==> config.mk <==
export PLATFORM = sky130hd
export DESIGN_NAME = seq_gen
export DESIGN_NICKNAME = d
export VERILOG_FILES = /design/src/rtl/seq_gen_pkg.sv /design/src/rtl/seq_gen_tick.sv /design/src/rtl/seq_gen.sv
export SDC_FILE = /design/constraint.sdc
export NUM_CORES = 1
export LEC_CHECK = 0
export CAP_MARGIN = 25
export CORE_MARGIN = 4
export CORE_UTILIZATION = 47
export CTS_CLUSTER_DIAMETER = 50
export DETAILED_ROUTE_END_ITERATION = 8
export PLACE_DENSITY = 0.77
export SETUP_SLACK_MARGIN = 0.4
export SLEW_MARGIN = 0
export SYNTH_ARGS = -nofsm -noshare
export SYNTH_HDL_FRONTEND = slang
export SYNTH_SLANG_ARGS = --single-unit
==> constraint.sdc <==
create_clock -name clk -period 2.4 [get_ports clk]
set_clock_uncertainty 0.15 [all_clocks]
set_input_delay 0.24 -clock clk [delete_from_list [all_inputs] [get_ports clk]]
set_output_delay 0.24 -clock clk [all_outputs]
set_load 0.01 [all_outputs]
==> src/rtl/seq_gen_pkg.sv <==
// ---------------------------------------------------------------------------
// seq_gen_pkg
// Shared definitions for the serial pattern generator:
//   - state_e   : two-state FSM encoding (IDLE, SHIFT)
//   - clamp_len : maps a requested length onto the effective length
//                 (0 or anything above the pattern width means "full width")
// ---------------------------------------------------------------------------
package seq_gen_pkg;

  typedef enum logic {
    IDLE  = 1'b0,
    SHIFT = 1'b1
  } state_e;

  // A request of 0 bits, or more bits than the pattern holds, sends the
  // whole pattern.
  function automatic int unsigned clamp_len(input int unsigned len,
                                            input int unsigned width);
    if ((len == 0) || (len > width)) begin
      return width;
    end
    return len;
  endfunction

endpackage

==> src/rtl/seq_gen_tick.sv <==
// ---------------------------------------------------------------------------
// seq_gen_tick
// Bit-period counter. Counts enabled cycles and raises tick in the last
// enabled cycle of every BIT_CYCLES-long period.
// Ports:
//   clk   : clock, rising edge
//   rst_n : asynchronous active-low reset, clears the counter
//   load  : restart the period count from zero
//   en    : count this cycle
//   tick  : high in the final cycle of a bit period (while en is high)
// ---------------------------------------------------------------------------
module seq_gen_tick #(
  parameter int unsigned BIT_CYCLES = 1
) (
  input  logic clk,
  input  logic rst_n,
  input  logic load,
  input  logic en,
  output logic tick
);

  localparam int unsigned CNT_W = (BIT_CYCLES > 1) ? $clog2(BIT_CYCLES) : 1;
  localparam logic [CNT_W-1:0] LAST = CNT_W'(BIT_CYCLES - 1);

  logic [CNT_W-1:0] cnt_q;
  logic [CNT_W-1:0] cnt_d;

  always_comb begin
    tick  = en && (cnt_q == LAST);
    cnt_d = cnt_q;
    if (load) begin
      cnt_d = '0;
    end else if (en) begin
      // Wrap at the end of each period so back-to-back bits need no reload.
      cnt_d = tick ? '0 : cnt_q + 1'b1;
    end
  end

  always_ff @(posedge clk or negedge rst_n) begin
    if (!rst_n) begin
      cnt_q <= '0;
    end else begin
      cnt_q <= cnt_d;
    end
  end

endmodule

==> src/rtl/seq_gen.sv <==
// ---------------------------------------------------------------------------
// seq_gen
// Serialises a parallel bit pattern, MSB (bit len-1) first, holding each bit
// for BIT_CYCLES clocks. Intended to drive a sequence detector under test.
//
// Parameters:
//   WIDTH      : maximum pattern length in bits
//   BIT_CYCLES : clocks each serial bit is held
//   LEN_W      : width of the length field
// Ports:
//   clk, rst_n   : clock (rising edge), asynchronous active-low reset
//   in_valid     : pattern request presented
//   in_ready     : request can be accepted this cycle (combinational)
//   in_pattern   : bits to send
//   in_len       : number of bits to send (0 or > WIDTH means WIDTH)
//   abort        : cancel the transfer in progress / block acceptance
//   repeat_en    : only with SEQ_GEN_REPEAT_EN defined; when high at the end
//                  of the last bit period the pattern restarts with no gap
//                  ("repeat" itself is a reserved word, hence the name)
//   serial_out   : serial bit, 0 whenever serial_valid is low
//   serial_valid : serial_out carries a pattern bit
//   busy         : FSM is in SHIFT
//   done         : one-cycle pulse at pattern completion
//
// Build option: define SEQ_GEN_REPEAT_EN to add the repeat_en input.
// ---------------------------------------------------------------------------
module seq_gen
  import seq_gen_pkg::*;
#(
  parameter int unsigned WIDTH      = 8,
  parameter int unsigned BIT_CYCLES = 1,
  parameter int unsigned LEN_W      = $clog2(WIDTH + 1)
) (
  input  logic             clk,
  input  logic             rst_n,
  input  logic             in_valid,
  output logic             in_ready,
  input  logic [WIDTH-1:0] in_pattern,
  input  logic [LEN_W-1:0] in_len,
  input  logic             abort,
`ifdef SEQ_GEN_REPEAT_EN
  input  logic             repeat_en,
`endif
  output logic             serial_out,
  output logic             serial_valid,
  output logic             busy,
  output logic             done
);

  localparam int unsigned IDX_W = (WIDTH > 1) ? $clog2(WIDTH) : 1;

  state_e           state_q;
  state_e           state_d;
  logic [WIDTH-1:0] pattern_q;
  logic [WIDTH-1:0] pattern_d;
  logic [LEN_W-1:0] len_q;
  logic [LEN_W-1:0] len_d;
  logic [IDX_W-1:0] idx_q;
  logic [IDX_W-1:0] idx_d;
  logic             serial_out_q;
  logic             serial_out_d;
  logic             serial_valid_q;
  logic             serial_valid_d;
  logic             busy_q;
  logic             busy_d;
  logic             done_q;
  logic             done_d;

  logic             handshake;
  logic             tick;
  logic             tick_en;
  logic             rep_now;
  logic             last_bit;
  logic [31:0]      eff_len_w;
  logic [LEN_W-1:0] eff_len;
  logic [IDX_W-1:0] eff_idx;
  logic [IDX_W-1:0] nxt_idx;
  logic [IDX_W-1:0] restart_idx;

`ifdef SEQ_GEN_REPEAT_EN
  assign rep_now = repeat_en;
`else
  assign rep_now = 1'b0;
`endif

  assign in_ready  = (state_q == IDLE) && !abort;
  assign handshake = in_valid && in_ready;

  assign eff_len_w   = clamp_len(32'(in_len), WIDTH);
  assign eff_len     = LEN_W'(eff_len_w);
  assign eff_idx     = IDX_W'(eff_len_w - 32'd1);
  assign nxt_idx     = idx_q - 1'b1;
  assign restart_idx = IDX_W'(len_q - 1'b1);

  // The counter runs only while shifting; abort stops it so a cancelled
  // transfer can never produce a late tick.
  assign tick_en  = (state_q == SHIFT) && !abort;
  assign last_bit = tick && (idx_q == '0);

  seq_gen_tick #(
    .BIT_CYCLES(BIT_CYCLES)
  ) u_tick (
    .clk  (clk),
    .rst_n(rst_n),
    .load (handshake),
    .en   (tick_en),
    .tick (tick)
  );

  // State register
  always_ff @(posedge clk or negedge rst_n) begin
    if (!rst_n) begin
      state_q <= IDLE;
    end else begin
      state_q <= state_d;
    end
  end

  // Next-state logic
  always_comb begin
    state_d = state_q;
    case (state_q)
      IDLE: begin
        if (handshake) begin
          state_d = SHIFT;
        end
      end
      SHIFT: begin
        if (abort) begin
          state_d = IDLE;
        end else if (last_bit && !rep_now) begin
          state_d = IDLE;
        end
      end
      default: state_d = IDLE;
    endcase
  end

  // Output / datapath next values. All outputs except in_ready are taken
  // from registers, so the first bit is computed here from the request
  // itself to appear one cycle after the handshake.
  always_comb begin
    pattern_d      = pattern_q;
    len_d          = len_q;
    idx_d          = idx_q;
    serial_out_d   = 1'b0;
    serial_valid_d = 1'b0;
    done_d         = 1'b0;
    case (state_q)
      IDLE: begin
        if (handshake) begin
          pattern_d      = in_pattern;
          len_d          = eff_len;
          idx_d          = eff_idx;
          serial_out_d   = in_pattern[eff_idx];
          serial_valid_d = 1'b1;
        end
      end
      SHIFT: begin
        if (abort) begin
          idx_d = '0;
        end else if (last_bit) begin
          done_d = 1'b1;
          if (rep_now) begin
            idx_d          = restart_idx;
            serial_out_d   = pattern_q[restart_idx];
            serial_valid_d = 1'b1;
          end
        end else if (tick) begin
          idx_d          = nxt_idx;
          serial_out_d   = pattern_q[nxt_idx];
          serial_valid_d = 1'b1;
        end else begin
          serial_out_d   = serial_out_q;
          serial_valid_d = 1'b1;
        end
      end
      default: ;
    endcase
    busy_d = (state_d == SHIFT);
  end

  always_ff @(posedge clk or negedge rst_n) begin
    if (!rst_n) begin
      pattern_q      <= '0;
      len_q          <= '0;
      idx_q          <= '0;
      serial_out_q   <= 1'b0;
      serial_valid_q <= 1'b0;
      busy_q         <= 1'b0;
      done_q         <= 1'b0;
    end else begin
      pattern_q      <= pattern_d;
      len_q          <= len_d;
      idx_q          <= idx_d;
      serial_out_q   <= serial_out_d;
      serial_valid_q <= serial_valid_d;
      busy_q         <= busy_d;
      done_q         <= done_d;
    end
  end

  assign serial_out   = serial_out_q;
  assign serial_valid = serial_valid_q;
  assign busy         = busy_q;
  assign done         = done_q;

endmodule
==> flow_summary.yaml <==
floorplan:
  die_y_um: 50.64
  core-area_um2: 1727
  die_w_um: 50.64
  pin_count: 21
  die_area_um2: 2564
  num_rows: 15
  start_util: 0.4949
clocking:
  cts_setup_buffers: 0
  insertion_delay_ns: 0.27
  tritoncts: "done"
  htree_levels: 1
  clock-sinks: 15
  cts_made_buffers: 3
  cts_root_buf: "clkbuf_4"
  path_clk_slew_ns: 0.09
  clk_path_buf_depth: 2
pwr:
  power.density_nw_per_um2: 643.5
  p_leak_nw: 0.4781
  ir_drop_mv: 0.4285
place:
  dp_hpwl_um: 1332
  pre_cts_slack_ns: 0.2698
  io_buffers: 20
  gp_congestion: 0.7428
  dpl.cell_count: 117
setup_path:
  cp.arrival_ns: 1.85
  cp.required_ns: 2.40
  cp_max_fo: 4
  criticalPathCategory: "input pin to flop"
  worst_setup_path_start_kind: "input pin"
  cp_slowest_cell: "clkdlybuf4s50_1"
  cp-end-kind: "flop"
  crit_buf_inv: 2
  path_cells: "clkdlybuf4s50_1, nor2b_4, inv_1, ha_1, mux4_1, mux2i_1, o221ai_1"
  crit_family: "buffers and inverters"
  max_stage_delay_ns: 0.46
timing:
  setup_violations: 0
  tightestPinTransition_ns: 0.6458
  setup_slack_ns: 0.5475
  hold_viol: 0
  finalSetupTns_ns: 0
  drv_slew: 0
  rsz0062_at_grt: "false"
  period_needed_ns: 1.852
  period_share: 0.7719
  relSlewSlack: 0.5681
  max_freq_mhz: 539.8
final_layout:
  layout-drive-gt1-share: 0.1458
  syn_to_final_growth_pct: 29.87
  final_common_cell: "clkdlybuf4s50_1"
  nNetsFinal: 116
  final_cell_mix: "clkdlybuf4s50_1 (20), dfrtp_1 (14), mux2_2 (8)"
  final_cells: 121
  insertedDiodeCount: 0
synth:
  synth_area_per_cell_um2: 11.39
  syn_area_um2: 854.6
  yosysTopAreaCellShare: 0.4392
  synth_area_leaders: "dfrtp_1 (44%), mux2_2 (11%), mux4_1 (6.1%), mux2i_1 (5.9%), ha_1 (4.4%)"
  yosysSeqAreaShare: 0.4392
  synth_area_leader_cell: "dfrtp_1"
  ys_seq_elements: 15
  synth_cells: 75
  syn_nets: 94
  synth_cell_types: 29
  yosysWarnings: 0
drt:
  drt-wirelength-per-cell_um: 13.20
  first_pass_iters: 5
  ant_nets: 0
  routed.top_layer: "met3"
  routed-wl-met2_um: 837
  vias: 622
  drc: 0
  drt_iter0_markers: 6
  wl_met3_um: 81
  wl_met1_um: 679
  vias_per_cell: 5.140
  routed_wl_um: 1597
grt:
  antenna_found_initial: 0
  overflow: 0
  grt_usage: 0.1446
  grt_max_degree: 16
  grt_pass1_wl_um: 2801
  grt_pass1_vias: 647
hold_path:
  hold_class: "input pin to asynchronous set/reset pin"
job:
  drv_cap: 0
outcome:
  status: "finished, final reports clean"
## area by class of cell
class	instances	area, µm²
fillers	154	616.8
multi-input cells	50	432.9
flip-flops and latches	15	376.6
repair buffers	21	220.2
well taps	25	31.28
clock buffers	4	26.28
inverters	6	22.52
## kinds of logic after synthesis
family / after synthesis / share of synthesized area
fa+ha+maj: 3 / 0.04393
mux: 15 / 0.2255
xor+xnor: 1 / 0.01025
buf+inv: 10 / 0.05416
flops: 15 / 0.4392
compound gates: 12 / 0.09371
simple gates: 19 / 0.1332
## per-layer routing
layer	track usage	vias to the layer above
li1	-	311
met1	0.1720	293
met5	0	-
met3	0.03858	0
met2	0.2609	18
met4	0.02691	0
## worst paths after layout
| path | from | to | cells after the start | slack, ns |
|---|---|---|---|---|
| min | rst_n | serial_out | 1 | 0.20 |
| min reg2reg | idx_q[2] | idx_q[2] | 2 | 0.36 |
| max | in_len[3] | serial_out | 7 | 0.55 |
| min in group clk | idx_q[2] | idx_q[2] | 2 | 0.36 |
| max reg2reg | idx_q[0] | serial_out | 7 | 0.56 |
| max in group asynchronous | rst_n | idx_q[0] | 1 | 1.44 |
## sequential cells by signal (all words and copies together) (netlist names)
name          flops
idx_q             3
done              1
serial_out        1
busy              1
u_tick.cnt_q      1
pattern_q         8
## power by group
group / switching (W) / total (W) / leakage (nW) / internal, W
sequential: 0.0000327 / 0.000332 / 0.182 / 0.000300
clock: 0.0000765 / 0.000141 / 0.0150 / 0.0000643
combinational: 0.000102 / 0.000241 / 0.281 / 0.000139
total: 0.000211 / 0.000714 / 0.478 / 0.000503
## per-stage QoR
step | util | hold WS (ns) | total power [W] | area (µm²)
2_1_floorplan | - | -0.2056 | 0.0004966 | 854.6
3_3_place_gp | 0.6268 | 0.3204 | 0.0005694 | 1082
3_5_place_dp | 0.6268 | 0.3463 | 0.0005809 | 1082
4_1_cts | 0.6420 | 0.2374 | 0.0007203 | 1109
5_1_grt | 0.6428 | 0.2524 | 0.0007738 | 1110
6_report | 0.6428 | 0.2020 | 0.0007142 | 1110
## synth_stat cells
library cell  number
mux2_2             8
o22ai_1            1
and2b_1            1
nand4_1            1
o22a_1             1
a22oi_1            1
nor2b_4            1
dfrtp_1           15
a31oi_1            1
nand2_1            2
nor3_1             1
mux2i_1            5
o21bai_1           2
nand3b_1           2
ha_1               3
buf_2              1
nor2_1             5
clkbuf_1           1
a21oi_1            3
o221ai_1           1
nor3b_1            2
o21ai_0            1
nand2b_1           2
a211oi_1           1
and2_1             2
mux4_1             2
inv_1              6
buf_4              2
xnor2_1            1
## timing repair
action	in CTS	in global routing
gates resized for setup	0	1
hold buffers	0	0
setup endpoints to repair	0	3
No activity file was read; power rests on OpenSTA's default activity.
